$ cat src/rtl/axi_ic_pkg.sv
// ---------------------------------------------------------------------------
// axi_ic_pkg : shared AXI interconnect widths and arbiter state encoding (rev 1.0)
// ---------------------------------------------------------------------------
`default_nettype none

package axi_ic_pkg;

  localparam int AXI_ADDR_W      = 32;
  localparam int AXI_MST_ID_W    = 5;
  localparam int AXI_BURST_W     = 2;
  localparam int AXI_LEN_W       = 3;
  localparam int AXI_SIZE_W      = 3;

  typedef enum logic {
    IDLE  = 1'b0,
    GRANT = 1'b1
  } arb_state_e;

endpackage

`default_nettype wire

$ cat src/rtl/fifo.sv
// ---------------------------------------------------------------------------
// fifo : synchronous FIFO with simultaneous push/pop honoured when full (rev 1.0)
// ---------------------------------------------------------------------------
`default_nettype none

module fifo #(
  parameter int DATA_WIDTH = 1,
  parameter int FIFO_DEPTH = 8
) (
  input  logic                  clk,
  input  logic                  rst_n,
  input  logic                  push,
  input  logic [DATA_WIDTH-1:0] push_data,
  input  logic                  pop,
  output logic [DATA_WIDTH-1:0] pop_data,
  output logic                  empty,
  output logic                  full
);

  localparam int PTR_W = (FIFO_DEPTH > 1) ? $clog2(FIFO_DEPTH) : 1;

  logic [DATA_WIDTH-1:0] mem [FIFO_DEPTH];
  logic [PTR_W-1:0]      wr_ptr;
  logic [PTR_W-1:0]      rd_ptr;
  logic [PTR_W:0]        count;
  logic                  do_pop;
  logic                  do_push;

  function automatic logic [PTR_W-1:0] next_ptr(input logic [PTR_W-1:0] ptr);
    return (ptr == PTR_W'(FIFO_DEPTH - 1)) ? '0 : ptr + 1'b1;
  endfunction

  assign empty    = (count == '0);
  assign full     = (count == (PTR_W + 1)'(FIFO_DEPTH));
  assign do_pop   = pop & ~empty;
  // a pop in the same cycle frees the slot the push needs
  assign do_push  = push & (~full | do_pop);
  assign pop_data = mem[rd_ptr];

  always_ff @(posedge clk or negedge rst_n) begin
    if (!rst_n) begin
      wr_ptr <= '0;
      rd_ptr <= '0;
      count  <= '0;
      for (int i = 0; i < FIFO_DEPTH; i++) mem[i] <= '0;
    end else begin
      if (do_push) begin
        mem[wr_ptr] <= push_data;
        wr_ptr      <= next_ptr(wr_ptr);
      end
      if (do_pop) rd_ptr <= next_ptr(rd_ptr);
      case ({do_push, do_pop})
        2'b10:   count <= count + 1'b1;
        2'b01:   count <= count - 1'b1;
        default: count <= count;
      endcase
    end
  end

endmodule

`default_nettype wire

$ cat src/rtl/sa_aw_arbiter.sv
// ---------------------------------------------------------------------------
// sa_aw_arbiter : round-robin AW arbiter for one slave port, W order + cap (rev 1.0)
// ---------------------------------------------------------------------------
`default_nettype none

module sa_aw_arbiter
  import axi_ic_pkg::*;
#(
  parameter int MST_AMT           = 2,
  parameter int OUTSTANDING_AMT   = 8,
  parameter int OUTST_CTN_W       = $clog2(OUTSTANDING_AMT) + 1,
  parameter int ADDR_WIDTH        = AXI_ADDR_W,
  parameter int TRANS_MST_ID_W    = AXI_MST_ID_W,
  parameter int TRANS_BURST_W     = AXI_BURST_W,
  parameter int TRANS_DATA_LEN_W  = AXI_LEN_W,
  parameter int TRANS_DATA_SIZE_W = AXI_SIZE_W,
  parameter int MST_ID_W          = $clog2(MST_AMT),
  parameter int TRANS_SLV_ID_W    = TRANS_MST_ID_W + MST_ID_W
) (
  input  logic                                   ACLK_i,
  input  logic                                   ARESETn_i,
  input  logic [TRANS_MST_ID_W*MST_AMT-1:0]      dsp_AWID_i,
  input  logic [ADDR_WIDTH*MST_AMT-1:0]          dsp_AWADDR_i,
  input  logic [TRANS_BURST_W*MST_AMT-1:0]       dsp_AWBURST_i,
  input  logic [TRANS_DATA_LEN_W*MST_AMT-1:0]    dsp_AWLEN_i,
  input  logic [TRANS_DATA_SIZE_W*MST_AMT-1:0]   dsp_AWSIZE_i,
  input  logic [MST_AMT-1:0]                     dsp_AWVALID_i,
  output logic [MST_AMT-1:0]                     dsp_AWREADY_o,
  output logic [TRANS_SLV_ID_W-1:0]              s_AWID_o,
  output logic [ADDR_WIDTH-1:0]                  s_AWADDR_o,
  output logic [TRANS_BURST_W-1:0]               s_AWBURST_o,
  output logic [TRANS_DATA_LEN_W-1:0]            s_AWLEN_o,
  output logic [TRANS_DATA_SIZE_W-1:0]           s_AWSIZE_o,
  output logic                                   s_AWVALID_o,
  input  logic                                   s_AWREADY_i,
  input  logic                                   s_BVALID_i,
  input  logic                                   s_BREADY_i,
  input  logic                                   w_done_i,
  output logic [MST_ID_W-1:0]                    w_mst_id_o,
  output logic                                   w_mst_valid_o,
  output logic [OUTST_CTN_W-1:0]                 outst_ctn_o
);

  arb_state_e          state;
  logic [MST_ID_W-1:0] grant;
  logic [MST_ID_W-1:0] rr_ptr;
  logic [MST_ID_W-1:0] next_grant;
  logic [MST_ID_W:0]   cand_sum [MST_AMT];
  logic [MST_ID_W-1:0] cand     [MST_AMT];
  logic [MST_AMT-1:0]  rot_req;
  logic                aw_hs;
  logic                b_hs;
  logic                fifo_empty;
  logic                fifo_full;
  logic                blocked;

  // cand[i] is the master i places after rr_ptr; rot_req is the request vector rotated to match
  generate
    for (genvar i = 0; i < MST_AMT; i++) begin : g_rr
      assign cand_sum[i] = {1'b0, rr_ptr} + (MST_ID_W + 1)'(i);
      assign cand[i]     = (cand_sum[i] >= (MST_ID_W + 1)'(MST_AMT))
                         ? MST_ID_W'(cand_sum[i] - (MST_ID_W + 1)'(MST_AMT))
                         : cand_sum[i][MST_ID_W-1:0];
      assign rot_req[i]  = dsp_AWVALID_i[cand[i]];
    end
  endgenerate

  always_comb begin
    next_grant = cand[0];
    for (int i = MST_AMT - 1; i >= 0; i--) begin
      if (rot_req[i]) next_grant = cand[i];
    end
  end

  assign blocked = (outst_ctn_o == OUTST_CTN_W'(OUTSTANDING_AMT)) | fifo_full;
  assign aw_hs   = s_AWVALID_o & s_AWREADY_i;
  assign b_hs    = s_BVALID_i & s_BREADY_i;

  always_ff @(posedge ACLK_i or negedge ARESETn_i) begin
    if (!ARESETn_i) begin
      state  <= IDLE;
      grant  <= '0;
      rr_ptr <= '0;
    end else begin
      case (state)
        IDLE: begin
          if (|dsp_AWVALID_i && !blocked) begin
            grant <= next_grant;
            state <= GRANT;
          end
        end
        GRANT: begin
          // grant stays locked until the slave accepts, regardless of AWVALID
          if (s_AWREADY_i) begin
            rr_ptr <= (grant == MST_ID_W'(MST_AMT - 1)) ? '0 : grant + 1'b1;
            state  <= IDLE;
          end
        end
        default: state <= IDLE;
      endcase
    end
  end

  assign s_AWVALID_o = (state == GRANT);
  assign s_AWID_o    = {grant, dsp_AWID_i[int'(grant)*TRANS_MST_ID_W +: TRANS_MST_ID_W]};
  assign s_AWADDR_o  = dsp_AWADDR_i[int'(grant)*ADDR_WIDTH +: ADDR_WIDTH];
  assign s_AWBURST_o = dsp_AWBURST_i[int'(grant)*TRANS_BURST_W +: TRANS_BURST_W];
  assign s_AWLEN_o   = dsp_AWLEN_i[int'(grant)*TRANS_DATA_LEN_W +: TRANS_DATA_LEN_W];
  assign s_AWSIZE_o  = dsp_AWSIZE_i[int'(grant)*TRANS_DATA_SIZE_W +: TRANS_DATA_SIZE_W];

  always_comb begin
    dsp_AWREADY_o = '0;
    if (state == GRANT) dsp_AWREADY_o[grant] = s_AWREADY_i;
  end

  always_ff @(posedge ACLK_i or negedge ARESETn_i) begin
    if (!ARESETn_i) begin
      outst_ctn_o <= '0;
    end else if (aw_hs && !b_hs && outst_ctn_o < OUTST_CTN_W'(OUTSTANDING_AMT)) begin
      outst_ctn_o <= outst_ctn_o + 1'b1;
    end else if (b_hs && !aw_hs && outst_ctn_o != '0) begin
      outst_ctn_o <= outst_ctn_o - 1'b1;
    end
  end

  fifo #(
    .DATA_WIDTH (MST_ID_W),
    .FIFO_DEPTH (OUTSTANDING_AMT)
  ) u_order_fifo (
    .clk       (ACLK_i),
    .rst_n     (ARESETn_i),
    .push      (aw_hs),
    .push_data (grant),
    .pop       (w_done_i),
    .pop_data  (w_mst_id_o),
    .empty     (fifo_empty),
    .full      (fifo_full)
  );

  assign w_mst_valid_o = ~fifo_empty;

endmodule

`default_nettype wire

$ cat config.mk
export PLATFORM = sky130hd
export DESIGN_NAME = sa_aw_arbiter
export DESIGN_NICKNAME = d
export VERILOG_FILES = /design/src/rtl/axi_ic_pkg.sv /design/src/rtl/fifo.sv /design/src/rtl/sa_aw_arbiter.sv
export SDC_FILE = /design/constraint.sdc
export NUM_CORES = 1
export LEC_CHECK = 0
export ABC_AREA = 0
export CORE_AREA = 2 2 79 81
export DETAILED_ROUTE_END_ITERATION = 12
export DIE_AREA = 0 0 81 83
export PLACE_DENSITY = 0.92
export SYNTH_ARGS = -nofsm -noshare
export SYNTH_HDL_FRONTEND = slang
export SYNTH_HIERARCHICAL = 1
export SYNTH_SLANG_ARGS = --single-unit
$ cat constraint.sdc
create_clock -name ACLK_i -period 5.01 [get_ports ACLK_i]
set_input_delay 1.002 -clock ACLK_i [delete_from_list [all_inputs] [get_ports ACLK_i]]
set_output_delay 1.002 -clock ACLK_i [all_outputs]
set_load 0.02 [all_outputs]
==> results of run 1 <==
## worst reg2reg max path, stage by stage (launching register included)
cell      delay (ns)
dfrtp_1         0.49
or4b_4          0.64
o21ai_4         0.21
ha_1            0.33
ha_1            0.33
or4b_2          0.64
o311ai_0        0.12
o211ai_1        0.12
## power groups by stage
stage                     Sequential (mW)  Combinational [mW]  Clock, mW
after floorplan                     0.423               0.829          0
after global placement              0.505                1.18          0
after detailed placement            0.514                1.22          0
after CTS                           0.509                1.23      0.134
after global routing                0.533                1.31      0.141
final                               0.512                1.22      0.127
## placed cells by master (no fill, tap or decap), drive strengths merged, types with 2 or more instances in the layout
cell type      netlist  routed
xnor2                2       2
ha                   9       9
inv                 11      12
o2111ai              4       4
o211ai               5       5
nor3                 2       2
clkbuf               1       3
a21oi                6       6
a21o                 3       3
mux2i                3       3
nor3b                3       3
xor2                 2       2
clkdlybuf4s50        0     152
nand3                5       5
or4b                 2       2
nor2                 4       4
o21ai                8       8
mux4                 2       2
mux2                61      61
nor2b                4       4
dfrtp               25      25
nand2                5       5
o22ai                2       2
nor4                 3       3
fa                   2       2
## final cells by class
| type | count | area [um^2] | area share |
|---|---|---|---|
| repair buffers | 152 | 1520 | 0.406 |
| flip-flops and latches | 25 | 627 | 0.167 |
| inverters | 11 | 43.8 | 0.0117 |
| clock inverters | 1 | 8.76 | 0.00234 |
| multi-input cells | 145 | 1410 | 0.377 |
| well taps | 75 | 93.8 | 0.0250 |
| clock buffers | 3 | 41.3 | 0.0110 |
## worst paths after layout
check                                 startpoint                    end
setup / recovery                        w_done_i  u_order_fifo/count[3]
hold reg to reg              u_order_fifo/mem[2]    u_order_fifo/mem[2]
max in group asynchronous              ARESETn_i                  grant
hold / removal               u_order_fifo/mem[2]    u_order_fifo/mem[2]
setup reg to reg           u_order_fifo/count[0]  u_order_fifo/count[3]
min in group asynchronous              ARESETn_i    u_order_fifo/mem[2]
## cells in the mapped netlist (5+ instances only)
cell       n  share of area
a21oi_1    5          0.012
dfrtp_1   25           0.29
mux2_1    20           0.10
o211ai_1   5          0.017
ha_1       9          0.052
o21ai_0    6          0.014
inv_1     10          0.017
mux2_2    40           0.21
## per-stage QoR
stage | instances | power [mW] | utilization | area (um^2) | setup slack, ns
global placement | 408 | 1.69 | 0.636 | 3700 | 1.43
global route | 412 | 1.98 | 0.645 | 3750 | 1.38
finish | 412 | 1.86 | 0.645 | 3750 | 1.57
detailed placement | 408 | 1.73 | 0.636 | 3700 | 1.28
CTS | 412 | 1.87 | 0.645 | 3750 | 1.56
floorplan | 191 | 1.25 | - | 2150 | 2.07
## registers in the layout (all words and copies together), names as in the netlist
register / cells
u_order_fifo/wr_ptr: 3
u_order_fifo/rd_ptr: 3
u_order_fifo/mem: 8
s_AWVALID_o: 1
u_order_fifo/count: 4
grant: 1
rr_ptr: 1
outst_ctn_o: 4
## cells by family after synthesis
group,after synthesis,share of synthesized area
fa+ha+maj,11,0.0709
buf+inv,21,0.0523
xor+xnor,4,0.0163
flops,25,0.291
mux,66,0.356
compound gates,34,0.122
simple gates,30,0.0924
## routing by layer
metal / routed length, um / share of wire / up-vias
met5: 0 / 0 / -
met4: 175 / 0.025 / 0
met3: 615 / 0.089 / 19
met2: 3480 / 0.50 / 98
met1: 2670 / 0.38 / 1019
li1: - / - / 1015
==> summary.md, run 1 <==
| Metric | Value |
|---|---|
| Status | finished clean |
| Skew final | 0.00363 ns |
| Post-synthesis async set-or-reset flop share | 1.00 |
| Clk root buf | clkbuf_8 |
| Largest net degree at the start of global routing | 58 |
| Skew-Pair Late Insertion Delay | 0.27 ns |
| Placer Congestion | 0.768 |
| Avg Synthesized Cell Area | ~11 um^2 |
| Crit path max fanout | 10 |
| Final WL | 6950 um |
| Hold path cells | 1 |
| GR Util met2 | 0.364 |
| Cell count after synthesis | 191 |
| Cell area after synthesis | 2150 um^2 |
| Max-cap violations | 0 |
| Synth Register Bits | 25 |
| Final period util | 0.687 |
| Row count | 28 |
| Critical path arrival | 3.60 ns |
| Starting Density | 0.370 |
| Die X-Extent | 81 um |
| Number of diodes | 0 |
| Critical path's slowest cell | clkdlybuf4s50_1 |
| Overall die area | 6720 um^2 |
| GR Util All Layers | 0.206 |
| Switch Pwr | 0.805 mW |
| Critical Path RT | between 5 and 6 ns |
| Hold Slack | 0.498 ns |
| CP Cell Sequence | clkdlybuf4s50_1, o41ai_2, inv_1, ha_1, ha_1, or4b_2, o311ai_0, o211ai_1 |
| Top Usage Layer GRT | met2 |
| Worst-path clk slew | 0.09 ns |
| Total Nets Final | about 450 |
| Number of synthesized flops with an enable pin | 0 |
| First-pass GRT wire length | 11,000 um |
| DR iter-0 viols | 83 |
| DR pass1 iterations | 4 |
| PwrDens | 495 nW/um^2 |
| Clock power frac | 0.069 |
| Antenna violations before repair | 0 |
| Final ANT Viol Nets | 0 |
| Post-CTS sizing | 0 |
| Hold-fix buffers at CTS | 0 |
| Crit. End Element | register |
| Syn nets | 300 |
| Worst Setup Start Kind | input pin |
| Sequential element share of the synthesized area | 0.291 |
| Worst R2R Path Depth | 7 |
| Filler cells | 483 |
| Unrepaired setup endpoints after global routing | false |
| Vias in the first global route | 2,320 |
| Crit-path max cell delay | 0.74 ns |
| Post-CTS Setup Repair Bufs | 0 |
| Switching share of power | 0.433 |
| CP Depth | 8 |
| Fin Setup TNS | 0 ns |
| Io pins | 153 |
| Total leakage power | 1.49 nW |
| Max Root-Sink Buffers | 2 |
| Reg power frac | 0.276 |
| Combinational power share | 0.656 |
| Max-slew violation count | 0 |
| Layout area overhead | 74.2% |
| Critical setup path kind | in2reg |
| # DRC | 0 |
| Internal power | around 1.1 mW |
| Clk sinks | 25 |
| Final hold viol count | 0 |
| CP most frequent cell | ha_1 |
| CTS tree | yes |
| Via density | 5.22 |
| WP buf/inv | 2 |
| Maximum VDD drop | between 300 and 400 uV |
| Slew headroom | 0.242 |
| Flop2flop setup slack | between 2 and 2.5 ns |
| Fmax achieved | 291 MHz |
| Met1 Track Usage GR | 0.230 |
| Port buffer count | 152 |
| Dpl hpwl | 5620 um |
| Synth cell types | 46 |
| CTS Buf Count | 3 |
| Final setup violating endpoints | 0 |
| Die Ht | around 83 um |
| CP top delay family | buffers and inverters |
| Layout cell share with drive strength beyond 1 | 0.178 |
| Core box area | 5820 um^2 |
| Top FF cell, synth | dfrtp_1 |
| Min-Delay Path Class | reg2reg |
| WL/cell | about 17 um |
| Routed vias | roughly 2,200 |
| Met3 Use GR | 0.0707 |
| Tmin final | 3.44 ns |
| Synth Warn # | 6 |
| H-tree Lvls | 1 |
| Total gr overflow | 0 |
| Worst-Margin Slew | between 1 and 1.5 ns |
(Power assumes the default switching activity.)
==> run 2: changes to the inputs <==
--- a/config.mk
+++ b/config.mk
@@ -6,10 +6,10 @@
 export NUM_CORES = 1
 export LEC_CHECK = 0
 export ABC_AREA = 0
-export CORE_AREA = 2 2 79 81
+export CORE_AREA = 2 2 82 84
 export DETAILED_ROUTE_END_ITERATION = 12
-export DIE_AREA = 0 0 81 83
-export PLACE_DENSITY = 0.92
+export DIE_AREA = 0 0 84 86
+export PLACE_DENSITY = 0.87
 export SYNTH_ARGS = -nofsm -noshare
 export SYNTH_HDL_FRONTEND = slang
 export SYNTH_HIERARCHICAL = 1
==> constraint.sdc (replaced) <==
create_clock -name ACLK_i -period 3.6 [get_ports ACLK_i]
set_input_delay 0.72 -clock ACLK_i [delete_from_list [all_inputs] [get_ports ACLK_i]]
set_output_delay 0.72 -clock ACLK_i [all_outputs]
set_load 0.02 [all_outputs]
==> run 2 against run 1 <==
Compared with the run above:
- core utilization decreased by 4.2 points
- critical endpoint unchanged
- critical path type unchanged
- non-clock buffer count increased by 3
- sequential power increased by 21%
- first-iteration DRC count decreased by 60%
- critical path depth increased by 1
- sequential cell count unchanged
- routed wire length decreased by 5.6%
==> summary.md, run 2 (synthesis results as in run 1) <==
| Metric | Value |
|---|---|
| Layout area overhead | 75.8% |
| Largest register FFs | 8 |
| Final ANT Viol Nets | 0 |
| Fin Setup TNS | 0 ns |
| Worst R2R Start | u_order_fifo/count[0] |
| Fmax achieved | 332 MHz |
| Post-CTS sizing | 0 |
| Final Power | between 2 and 3 mW |
| CTS tree | yes |
| CP Cell Sequence | clkdlybuf4s50_1, nand2_4, inv_4, o21ai_4, ha_1, ha_1, or4b_2, o311ai_0, o211ai_1 |
| Clock power frac | 0.063 |
| Crit path launch | s_AWREADY_i |
| Crit path max fanout | 12 |
| Critical path's slowest cell | or4b_2 |
| Max-cap violations | 0 |
| Unrepaired setup endpoints after global routing | false |
| Layout cell share with drive strength beyond 1 | 0.182 |
| Critical setup path kind | in2reg |
| Hold Slack | 0.486 ns |
| First-pass GRT wire length | 10,600 um |
| CTS Buf Count | 3 |
| DR pass1 iterations | 4 |
| Number of diodes | 0 |
| Critical Path RT | 3.74 ns |
| Vias in the first global route | 2,096 |
| Total gr overflow | 0 |
| Via density | a little over 5 |
| Max-slew violation count | 0 |
| Clk root buf | clkbuf_8 |
| # DRC | 0 |
| Filler cells | 546 |
| Total Nets Final | 450 |
| Skew final | 0.00165 ns |
| Status | finished clean |
| Switch Pwr | approximately 1.1 mW |
| Leading cell type in the layout, fill and taps excluded | clkdlybuf4s50_1 |
| Combinational power share | 0.698 |
| Max Root-Sink Buffers | 2 |
| Overall die area | 7220 um^2 |
| Crit-path max cell delay | roughly 0.64 ns |
| Clk sinks | 25 |
| Most flop-heavy register | u_order_fifo/mem |
| Final WL | 6560 um |
| Total leakage power | between 1.5 and 2 nW |
| Largest net degree at the start of global routing | 47 |
| Post-CTS Setup Repair Bufs | 0 |
| Io pins | about 150 |
| Die X-Extent | 84 um |
| Routed vias | 2,119 |
| CP top delay family | simple AND/OR/NAND/NOR gates |
| Critical path arrival | 3.15 ns |
| Maximum VDD drop | 443 uV |
| Dpl hpwl | 5430 um |
| Slew headroom | 0.657 |
| Internal power | 1.48 mW |
| Most frequent cells in the layout | 152 x clkdlybuf4s50_1, 40 x mux2_2, 24 x dfrtp_1 |
| Placed cell areas | 3740 um^2 |
| Dpl ws | 0.320 ns |
| Starting Density | 0.343 |
| Skew-Pair Late Insertion Delay | 0.26 ns |
| Reg power frac | 0.239 |
| Hold-fix buffers at CTS | 0 |
| Hold_sp | rr_ptr |
| Min-Delay Path Class | reg2reg |
| Post-route cell area | 3780 um^2 |
| DR iter-0 viols | 33 |
| Tmin final | 3.01 ns |
| Core box area | 6280 um^2 |
| Port buffer count | approximately 150 |
| Switching share of power | 0.426 |
| Die Ht | 86 um |
| H-tree Lvls | 1 |
| Worst Setup Start Kind | input pin |
| Final setup violating endpoints | 0 |
| Worst-Margin Slew | between 0.5 and 0.6 ns |
| Regs by FF count | u_order_fifo/mem x8, outst_ctn_o x4, u_order_fifo/count x4 |
| Worst-path clk slew | 0.08 ns |
| Row count | 29 |
| CP most frequent cell | ha_1 |
| Crit. End Element | register |
| GR Util All Layers | 0.180 |
| Final hold viol count | 0 |
| Placer Congestion | ~0.84 |
| PwrDens | 683 nW/um^2 |
| Final period util | 0.837 |
| WL/cell | 15.7 um |
| Antenna violations before repair | 0 |
| Final worst-path setup slack | 0.586 ns |
| WP buf/inv | 2 |
==> run 2: cell count changes in the layout (fill, tap and decap cells not counted) <==
| cell | before | now |
|---|---|---|
| buf_4 | 0 | 2 |
| buf_12 | 0 | 1 |
| inv_6 | 1 | 0 |
| clkbuf_1 | 0 | 1 |
==> run 2: cell type report <==
type	instances	area, um^2	area share
multi-input combinational	145	1410	0.374
sequential	25	627	0.166
timing repair buffer	155	1560	0.412
clock buffer	4	45.0	0.0119
tap	77	96.3	0.0255
inverter	11	43.8	0.0116
==> run 2: per-stage QoR <==
stage | util | instances
finish | 0.603 | 417
global route | 0.603 | 417
CTS | 0.603 | 417
detailed placement | 0.595 | 413
global placement | 0.595 | 413
floorplan | - | 191
==> run 2: power groups by stage <==
stage	sequential [mW]	clock (mW)	combinational, mW
after CTS	0.619	0.170	1.82
after global routing	0.644	0.180	1.94
after global placement	0.613	0	1.76
after detailed placement	0.623	0	1.81
final	0.619	0.163	1.80
after floorplan	0.588	0	1.15
==> run 2: worst paths after layout <==
kind                                                to  slack [ns]  depth (start not counted)
worst min-delay path                            rr_ptr        0.49                          1
min in group asynchronous       u_order_fifo/rd_ptr[0]        0.82                          2
worst max-delay path             u_order_fifo/count[3]        0.59                          9
worst min register to register                  rr_ptr        0.49                          1
worst max register to register   u_order_fifo/count[3]        0.59                          7
max in group asynchronous                        grant        2.52                          2
==> run 2: metal layers <==
layer | share of wire | track usage | wire (um) | vias to the layer above
li1 | - | - | - | 1023
met1 | 0.40 | 0.214 | 2600 | 1000
met2 | 0.53 | 0.337 | 3500 | 90
met3 | 0.062 | 0.0327 | 409 | 6
met4 | 0.0082 | 0.0381 | 54 | 0
met5 | 0 | 0 | 0 | -
